`config.mk`:
```
export PLATFORM = sky130hd
export DESIGN_NAME = inst_encoder_flat
export DESIGN_NICKNAME = d
export VERILOG_FILES = /design/src/rtl/inst_encoder_pkg.sv /design/src/rtl/inst_encoder_if.sv /design/src/rtl/inst_imm_pack.sv /design/src/rtl/inst_encoder.sv /design/src/flat_wrapper.sv
export SDC_FILE = /design/constraint.sdc
export NUM_CORES = 1
export LEC_CHECK = 0
export ABC_AREA = 1
export CORE_UTILIZATION = 48
export DETAILED_ROUTE_END_ITERATION = 6
export PLACE_DENSITY = 0.76
export SLEW_MARGIN = 20
export SYNTH_ARGS = -nofsm -noshare
export SYNTH_HDL_FRONTEND = slang
export SYNTH_HIERARCHICAL = 1
export SYNTH_SLANG_ARGS = --single-unit
```
`constraint.sdc`:
```
create_clock -name clk -period 3.2 [get_ports clk]
set_input_delay 0.64 -clock clk [delete_from_list [all_inputs] [get_ports clk]]
set_output_delay 0.64 -clock clk [all_outputs]
set_load 0.01 [all_outputs]
```
`src/rtl/inst_encoder_pkg.sv`:
```
// Shared immediate-format codes, opcodes and instruction field positions
// for the instruction encoder and the immediate-type decoder.
package inst_encoder_pkg;

  typedef enum logic [2:0] {
    IMM_S = 3'b000,
    IMM_U = 3'b001,
    IMM_J = 3'b010,
    IMM_I = 3'b011
  } imm_type_e;

  localparam logic [6:0] OPC_OP_IMM = 7'b0010011;
  localparam logic [6:0] OPC_STORE  = 7'b0100011;
  localparam logic [6:0] OPC_LUI    = 7'b0110111;
  localparam logic [6:0] OPC_JAL    = 7'b1101111;

  localparam int OPC_LSB    = 0;
  localparam int RD_LSB     = 7;
  localparam int F3_LSB     = 12;
  localparam int RS1_LSB    = 15;
  localparam int RS2_LSB    = 20;
  localparam int FUNCT7_LSB = 25;

endpackage

```
`src/rtl/inst_encoder_if.sv`:
```
// Request and encoded-instruction streams, both valid/ready handshakes.
// The master side produces requests and consumes encoded instructions.
interface inst_encoder_if;
  logic        in_valid;
  logic        in_ready;
  logic [2:0]  in_type;
  logic [6:0]  in_opcode;
  logic [2:0]  in_funct3;
  logic [4:0]  in_rd;
  logic [4:0]  in_rs1;
  logic [4:0]  in_rs2;
  logic [31:0] in_imm;
  logic        out_valid;
  logic        out_ready;
  logic [31:0] out_inst;
  logic [31:0] out_addr;

  modport master (
    output in_valid, in_type, in_opcode, in_funct3, in_rd, in_rs1, in_rs2, in_imm, out_ready,
    input  in_ready, out_valid, out_inst, out_addr
  );

  modport slave (
    input  in_valid, in_type, in_opcode, in_funct3, in_rd, in_rs1, in_rs2, in_imm, out_ready,
    output in_ready, out_valid, out_inst, out_addr
  );
endinterface

```
`src/rtl/inst_imm_pack.sv`:
```
// Scatters fields and immediate into a 32-bit instruction and flags range
// violations or unknown formats; purely combinational, no handshake.
module inst_imm_pack
  import inst_encoder_pkg::*;
(
  input  logic [2:0]  type_i,
  input  logic [6:0]  opcode_i,
  input  logic [2:0]  funct3_i,
  input  logic [4:0]  rd_i,
  input  logic [4:0]  rs1_i,
  input  logic [4:0]  rs2_i,
  input  logic [31:0] imm_i,
  output logic [31:0] inst_o,
  output logic        illegal_o
);

  always_comb begin
    inst_o    = '0;
    illegal_o = 1'b0;
    inst_o[OPC_LSB +: 7] = opcode_i;
    case (type_i)
      IMM_I: begin
        inst_o[RD_LSB +: 5]   = rd_i;
        inst_o[F3_LSB +: 3]   = funct3_i;
        inst_o[RS1_LSB +: 5]  = rs1_i;
        inst_o[RS2_LSB +: 12] = imm_i[11:0];
        illegal_o = imm_i != {{20{imm_i[11]}}, imm_i[11:0]};
      end
      IMM_S: begin
        inst_o[RD_LSB +: 5]     = imm_i[4:0];
        inst_o[F3_LSB +: 3]     = funct3_i;
        inst_o[RS1_LSB +: 5]    = rs1_i;
        inst_o[RS2_LSB +: 5]    = rs2_i;
        inst_o[FUNCT7_LSB +: 7] = imm_i[11:5];
        illegal_o = imm_i != {{20{imm_i[11]}}, imm_i[11:0]};
      end
      IMM_U: begin
        inst_o[RD_LSB +: 5]  = rd_i;
        inst_o[F3_LSB +: 20] = imm_i[31:12];
        illegal_o = |imm_i[11:0];
      end
      IMM_J: begin
        inst_o[RD_LSB +: 5]  = rd_i;
        inst_o[F3_LSB +: 20] = {imm_i[20], imm_i[10:1], imm_i[11], imm_i[19:12]};
        illegal_o = imm_i[0] | (imm_i != {{11{imm_i[20]}}, imm_i[20:0]});
      end
      default: begin
        inst_o    = '0;
        illegal_o = 1'b1;
      end
    endcase
  end

endmodule

```
`src/rtl/inst_encoder.sv`:
```
// Encodes requests into a DEPTH-entry FIFO with a running output address; 1-cycle latency.
// in_ready = !full (no pop bypass); illegal requests are consumed, dropped and counted.
module inst_encoder
  import inst_encoder_pkg::*;
#(
  parameter int          DEPTH     = 4,
  parameter logic [31:0] BASE_ADDR = 32'h8000_0000
) (
  input  logic                   clk,
  input  logic                   rst_n,
  inst_encoder_if.slave          bus,
  output logic                   err,
  output logic [7:0]             err_cnt,
  output logic [$clog2(DEPTH):0] level
);

  localparam int PTR_W = $clog2(DEPTH);
  localparam logic [PTR_W:0] FULL_CNT = DEPTH[PTR_W:0];
  localparam logic [PTR_W:0] CNT_ONE  = 1;

  logic [31:0]      mem_q [DEPTH];
  logic [PTR_W-1:0] wr_ptr_q, wr_ptr_d;
  logic [PTR_W-1:0] rd_ptr_q, rd_ptr_d;
  logic [PTR_W:0]   cnt_q, cnt_d;
  logic [31:0]      addr_q, addr_d;
  logic             err_q, err_d;
  logic [7:0]       err_cnt_q, err_cnt_d;

  logic [31:0] packed_inst;
  logic        illegal;
  logic        full, empty, accept, push, pop;

  inst_imm_pack u_pack (
    .type_i    (bus.in_type),
    .opcode_i  (bus.in_opcode),
    .funct3_i  (bus.in_funct3),
    .rd_i      (bus.in_rd),
    .rs1_i     (bus.in_rs1),
    .rs2_i     (bus.in_rs2),
    .imm_i     (bus.in_imm),
    .inst_o    (packed_inst),
    .illegal_o (illegal)
  );

  assign full   = cnt_q == FULL_CNT;
  assign empty  = cnt_q == '0;
  assign accept = bus.in_valid & ~full;
  assign push   = accept & ~illegal;
  assign pop    = ~empty & bus.out_ready;

  assign bus.in_ready  = ~full;
  assign bus.out_valid = ~empty;
  // Gate the head so a drained FIFO shows zero rather than a stale entry.
  assign bus.out_inst  = empty ? '0 : mem_q[rd_ptr_q];
  assign bus.out_addr  = addr_q;
  assign err           = err_q;
  assign err_cnt       = err_cnt_q;
  assign level         = cnt_q;

  always_comb begin
    wr_ptr_d  = wr_ptr_q + PTR_W'(push);
    rd_ptr_d  = rd_ptr_q + PTR_W'(pop);
    case ({push, pop})
      2'b10:   cnt_d = cnt_q + CNT_ONE;
      2'b01:   cnt_d = cnt_q - CNT_ONE;
      default: cnt_d = cnt_q;
    endcase
    addr_d    = pop ? addr_q + 32'd4 : addr_q;
    err_d     = accept & illegal;
    err_cnt_d = (err_d && err_cnt_q != 8'hFF) ? err_cnt_q + 8'd1 : err_cnt_q;
  end

  always_ff @(posedge clk or negedge rst_n) begin
    if (!rst_n) begin
      wr_ptr_q  <= '0;
      rd_ptr_q  <= '0;
      cnt_q     <= '0;
      addr_q    <= BASE_ADDR;
      err_q     <= 1'b0;
      err_cnt_q <= '0;
    end else begin
      wr_ptr_q  <= wr_ptr_d;
      rd_ptr_q  <= rd_ptr_d;
      cnt_q     <= cnt_d;
      addr_q    <= addr_d;
      err_q     <= err_d;
      err_cnt_q <= err_cnt_d;
    end
  end

  always_ff @(posedge clk) begin
    if (push) begin
      mem_q[wr_ptr_q] <= packed_inst;
    end
  end

endmodule

```
`src/flat_wrapper.sv`:
```
// flat-port wrapper written by rule: the top's interface ports become plain ports
module inst_encoder_flat import inst_encoder_pkg::*;
#(
  parameter int          DEPTH     = 4,
  parameter logic [31:0] BASE_ADDR = 32'h8000_0000
)
  (clk, rst_n, err, err_cnt, level, bus_in_valid, bus_in_type, bus_in_opcode, bus_in_funct3, bus_in_rd, bus_in_rs1, bus_in_rs2, bus_in_imm, bus_out_ready, bus_in_ready, bus_out_valid, bus_out_inst, bus_out_addr);
  inst_encoder_if bus_i ();
  input  logic clk;
  input  logic rst_n;
  output logic err;
  output logic [7:0] err_cnt;
  output logic [$clog2(DEPTH):0] level;
  input wire logic [$bits(bus_i.in_valid)-1:0] bus_in_valid;
  input wire logic [$bits(bus_i.in_type)-1:0] bus_in_type;
  input wire logic [$bits(bus_i.in_opcode)-1:0] bus_in_opcode;
  input wire logic [$bits(bus_i.in_funct3)-1:0] bus_in_funct3;
  input wire logic [$bits(bus_i.in_rd)-1:0] bus_in_rd;
  input wire logic [$bits(bus_i.in_rs1)-1:0] bus_in_rs1;
  input wire logic [$bits(bus_i.in_rs2)-1:0] bus_in_rs2;
  input wire logic [$bits(bus_i.in_imm)-1:0] bus_in_imm;
  input wire logic [$bits(bus_i.out_ready)-1:0] bus_out_ready;
  output wire logic [$bits(bus_i.in_ready)-1:0] bus_in_ready;
  output wire logic [$bits(bus_i.out_valid)-1:0] bus_out_valid;
  output wire logic [$bits(bus_i.out_inst)-1:0] bus_out_inst;
  output wire logic [$bits(bus_i.out_addr)-1:0] bus_out_addr;
  assign bus_i.in_valid = bus_in_valid;
  assign bus_i.in_type = bus_in_type;
  assign bus_i.in_opcode = bus_in_opcode;
  assign bus_i.in_funct3 = bus_in_funct3;
  assign bus_i.in_rd = bus_in_rd;
  assign bus_i.in_rs1 = bus_in_rs1;
  assign bus_i.in_rs2 = bus_in_rs2;
  assign bus_i.in_imm = bus_in_imm;
  assign bus_i.out_ready = bus_out_ready;
  assign bus_in_ready = bus_i.in_ready;
  assign bus_out_valid = bus_i.out_valid;
  assign bus_out_inst = bus_i.out_inst;
  assign bus_out_addr = bus_i.out_addr;
  inst_encoder #(.DEPTH(DEPTH), .BASE_ADDR(BASE_ADDR)) u_core (.clk(clk), .rst_n(rst_n), .bus(bus_i), .err(err), .err_cnt(err_cnt), .level(level));
endmodule
```
==> metrics.log <==
INFO  metric status = completed
INFO  metric detail_route.drc_violations = 0
INFO  metric worst_ir_drop_vdd = roughly 0.49 mV
INFO  metric crit-reg2reg-launch = u_core/level[0]
INFO  metric final_hold_viol_count = 0
INFO  metric cts_setup_buffers = 0
INFO  metric syn_area = 0.008312 mm2
INFO  metric startpoint_type = register
INFO  metric final.hold.worst_slack = approximately 290 ps
INFO  metric drt_iter0_drc = 467
INFO  metric power.sequential.fraction = a little over a third
INFO  metric min_clock_period_post_route = just over 3000 ps
INFO  metric core_region_area = 0.01676 mm2
INFO  metric design.final.nets = 1076
INFO  metric floorplan.rows = 47
INFO  metric setup_violations = 0
INFO  metric clock_network_fraction_of_design_power = 25.8%
INFO  metric rsz_0062_raised_after_global_routing = no
INFO  metric endpoint_kind = output port
INFO  metric critPathBufInv = 3
INFO  metric number_of_enable_flip_flop_cells_after_synthesis = ~130
INFO  metric floorplan.die.width = around 130 um
INFO  metric grt_first_pass_wirelength = 32050 um
INFO  metric layout-area-overhead-vs-synth = 28.69%
INFO  metric combinational_cell_fraction_of_total_power = 38.4%
INFO  metric clock_tree.root_cell = sky130_fd_sc_hd__clkbuf_16
INFO  metric pwr_density_cell = 744.5 mW/mm2
INFO  metric area_enclosed_by_the_die_boundary = approximately 0.018 mm2
INFO  metric numPortBuffers = ~140
INFO  metric critical_path_class = register to output port
INFO  metric synth_top_cells_by_area = sky130_fd_sc_hd__edfxtp_1 (46%), sky130_fd_sc_hd__dfrtp_1 (14%), sky130_fd_sc_hd__nor2_1 (8.2%)
INFO  metric cts_tree = built
INFO  metric die_ht = ~130 um
INFO  metric dr.pass1.iters = 5
INFO  metric drive_above_1_share = 11.19%
INFO  metric max_freq = between 300 and 400 MHz
INFO  metric vias_after_detailed_routing = approximately 6500
INFO  metric synth_top_cell_by_area = sky130_fd_sc_hd__edfxtp_1
INFO  metric cap_violations = 0
INFO  metric timing.critical_path.arrival = roughly 2500 ps
INFO  metric max-clock-path-buffers = 2
INFO  metric synth_flop_cell = sky130_fd_sc_hd__edfxtp_1
INFO  metric yosysWarnings = 6
INFO  metric floorplan.initialDensity = between 40% and 50%
INFO  metric layout_worst_path_cycle_share = 96.52%
INFO  metric cpLargestDelayFamily = buffers and inverters
INFO  metric number_of_antenna_violations_at_the_first_check_in_global_routing = 0
INFO  metric slowest_cell_on_the_critical_path = sky130_fd_sc_hd__clkdlybuf4s50_1
INFO  metric cts_htree_levels = 4
INFO  metric dp_worst_setup_slack = around 130 ps
INFO  metric max_stage_delay = 500 ps
INFO  metric ys_ff_latch = around 170
INFO  metric postCtsHoldBufs = 0
INFO  metric startpoint = u_core/level[0]
INFO  metric average_vias_per_placed_instance = between 5 and 6
INFO  metric tns = 0 ps
INFO  metric pin_count = 142
INFO  metric power_dissipated_by_switching_net_loads = 0.002785 W
INFO  metric total_detailed_routing_wirelength = 20270 um
INFO  metric globalRouteTotalUtil = roughly a quarter
INFO  metric timing.final.max_slew_violations = 0
INFO  metric antenna_left = 0
INFO  metric worstSkewPairLatency = 430 ps
INFO  metric grt-ovfl-total = 0
INFO  metric postLayoutSetupSlackWorst = around 110 ps
INFO  metric place_congestion = about 0.8
INFO  metric crit_path_cells = nor2_4 -> nand2_4 -> inv_1 -> buf_12 -> a21oi_1 -> clkdlybuf4s50_1
INFO  metric synth_largest_type_area_fraction = 46.24%
INFO  metric tritoncts.num_buffers = 17
INFO  metric number_of_global_route_vias_before_repair = between 6000 and 7000
INFO  metric switch_share = 34.97%
INFO  metric asyncSetResetFlopFracSynth = approximately a quarter
INFO  metric hpwl = between 10000 and 15000 um
INFO  metric resize_count_post_cts = 0
INFO  metric crit_fanout = 22
INFO  metric syn-instance-count = 850
INFO  metric cellLeakagePower = around 4.2 nW
INFO  metric insertedDiodeCount = 0
INFO  metric fin_worst_skew = 8.308 ps
INFO  metric timing.hold.worst.class = input port to asynchronous set/reset pin
INFO  metric synth.top_cells.by_count = sky130_fd_sc_hd__nor2_1 (182), sky130_fd_sc_hd__edfxtp_1 (128), sky130_fd_sc_hd__nand2_1 (114)
INFO  metric cp_data_required_time = ~2600 ps
INFO  metric synth_cell_types = 43
INFO  metric post_drt_wl_per_cell = 16.36 um
INFO  metric p_int = between 0.005 and 0.006 W
INFO  metric post_synth.cell_area_avg = around 9.8 um2
INFO  metric maximum_number_of_pins_on_one_net_before_global_route_repair = 47
INFO  metric yosys.cell_count.top_type = sky130_fd_sc_hd__nor2_1
INFO  metric synth-seq-area-share = 60.11%
INFO  metric worst_rel_slew_slack = 47.72%
INFO  metric clk_pin_slew_worst_paths = 70 ps
INFO  metric postLayoutCoreUtil = 63.82%
INFO  metric clock_sink_count = between 150 and 200
INFO  metric max_slew.worst_pin.slew = around 780 ps
## worst register-to-register path: stages, from the launching register on
cell and delay [ps]:
sky130_fd_sc_hd__dfrtp_1 450, sky130_fd_sc_hd__nor2_4 210, sky130_fd_sc_hd__nand2_2 80, sky130_fd_sc_hd__nand2_2 110, sky130_fd_sc_hd__nor2_1 70, sky130_fd_sc_hd__inv_1 70, sky130_fd_sc_hd__ha_1 140, sky130_fd_sc_hd__inv_1 70
sky130_fd_sc_hd__fa_1 380, sky130_fd_sc_hd__a21oi_1 140, sky130_fd_sc_hd__o21ai_0 110, sky130_fd_sc_hd__xor2_1 150
## stage by stage
| stage | total power, W | cell area, um2 | std cells |
|---|---|---|---|
| after global placement | 0.005899 | 10100 | 1207 |
| after detailed placement | 0.005952 | 10100 | 1207 |
| after floorplan | 0.004481 | 8315 | 851 |
| after global routing | 0.008372 | 10700 | 1239 |
| after CTS | 0.008011 | 10690 | 1239 |
| final | 0.007964 | 10700 | 1239 |
## registers in the layout (all words and copies together) (netlist names)
name,flops
u_core/err,1
u_core/bus.out_addr,30
u_core/level,3
u_core/rd_ptr_q,2
u_core/wr_ptr_q,2
u_core/err_cnt,8
u_core/mem_q,128
## final timing paths
| kind | slack, ps | endpoint | cells after the start |
|---|---|---|---|
| setup / recovery | 110 | bus_out_inst[20] | 6 |
| hold / removal | 290 | u_core/bus.out_addr[30] | 1 |
| setup reg to reg | 1120 | u_core/level[2] | 11 |
| hold reg to reg | 550 | u_core/bus.out_addr[4] | 1 |
| max in group asynchronous | 2310 | u_core/err_cnt[2] | 2 |
| min in group clk | 550 | u_core/bus.out_addr[4] | 1 |
## cell usage in the layout (no fill, tap or decap), types with 3 or more instances in the layout
cell and count:
sky130_fd_sc_hd__clkbuf_16 17, sky130_fd_sc_hd__xor2_1 14, sky130_fd_sc_hd__o21ai_2 3, sky130_fd_sc_hd__buf_4 18, sky130_fd_sc_hd__a21oi_1 34, sky130_fd_sc_hd__nand2_2 7, sky130_fd_sc_hd__ha_1 5, sky130_fd_sc_hd__nand4_1 14
sky130_fd_sc_hd__nor3_2 5, sky130_fd_sc_hd__nand3_1 24, sky130_fd_sc_hd__buf_12 5, sky130_fd_sc_hd__dfrtp_1 44, sky130_fd_sc_hd__inv_1 87, sky130_fd_sc_hd__edfxtp_1 128, sky130_fd_sc_hd__nor2_4 6, sky130_fd_sc_hd__clkdlybuf4s50_1 138
sky130_fd_sc_hd__inv_6 6, sky130_fd_sc_hd__nand2_1 114, sky130_fd_sc_hd__nor2_2 11, sky130_fd_sc_hd__inv_2 9, sky130_fd_sc_hd__nand3_2 4, sky130_fd_sc_hd__o21ai_0 74, sky130_fd_sc_hd__nand2_4 4, sky130_fd_sc_hd__xnor2_1 14
sky130_fd_sc_hd__inv_8 4, sky130_fd_sc_hd__o21ai_1 6, sky130_fd_sc_hd__a22o_1 6, sky130_fd_sc_hd__o22ai_1 8, sky130_fd_sc_hd__nor2_1 182
## area by class of cell
cell class	count	area [um2]
Clock buffer	17	425.4
Clock inverter	15	168.9
Fill cell	1349	6063
Inverter	98	370.4
Multi-Input combinational cell	552	2826
Sequential cell	174	4997
Tap cell	220	275.3
Timing Repair Buffer	163	1633
## routing by layer
metal  GRT usage, %  vias up  wire (um)
met3          4.909       34       1248
met4          10.16        0        479
met5              0        -          0
met1          30.32     3083       8814
met2          38.89      228       9728
li1               -     3135          -
## kinds of logic after synthesis
logic type / Yosys count / synth area share (%)
AOI/OAI and AO/OA: 138 / 9.198
xor gates and xnor gates: 28 / 2.951
adders and majority gates: 6 / 0.9935
buffers and inverters: 125 / 6.172
DFF: 174 / 60.11
other: 1 / 0.04512
and+or+nand+nor: 378 / 20.53
## power by group through the flow
| stage | clock network (W) | logic (W) | registers, W |
|---|---|---|---|
| 2_1_floorplan | 0 | 0.00159 | 0.00289 |
| 3_3_place_gp | 0 | 0.00301 | 0.00288 |
| 3_5_place_dp | 0 | 0.00306 | 0.00289 |
| 4_1_cts | 0.00209 | 0.00308 | 0.00285 |
| 5_1_grt | 0.00217 | 0.00333 | 0.00287 |
| 6_report | 0.00206 | 0.00306 | 0.00285 |
(Power assumes the default switching activity.)
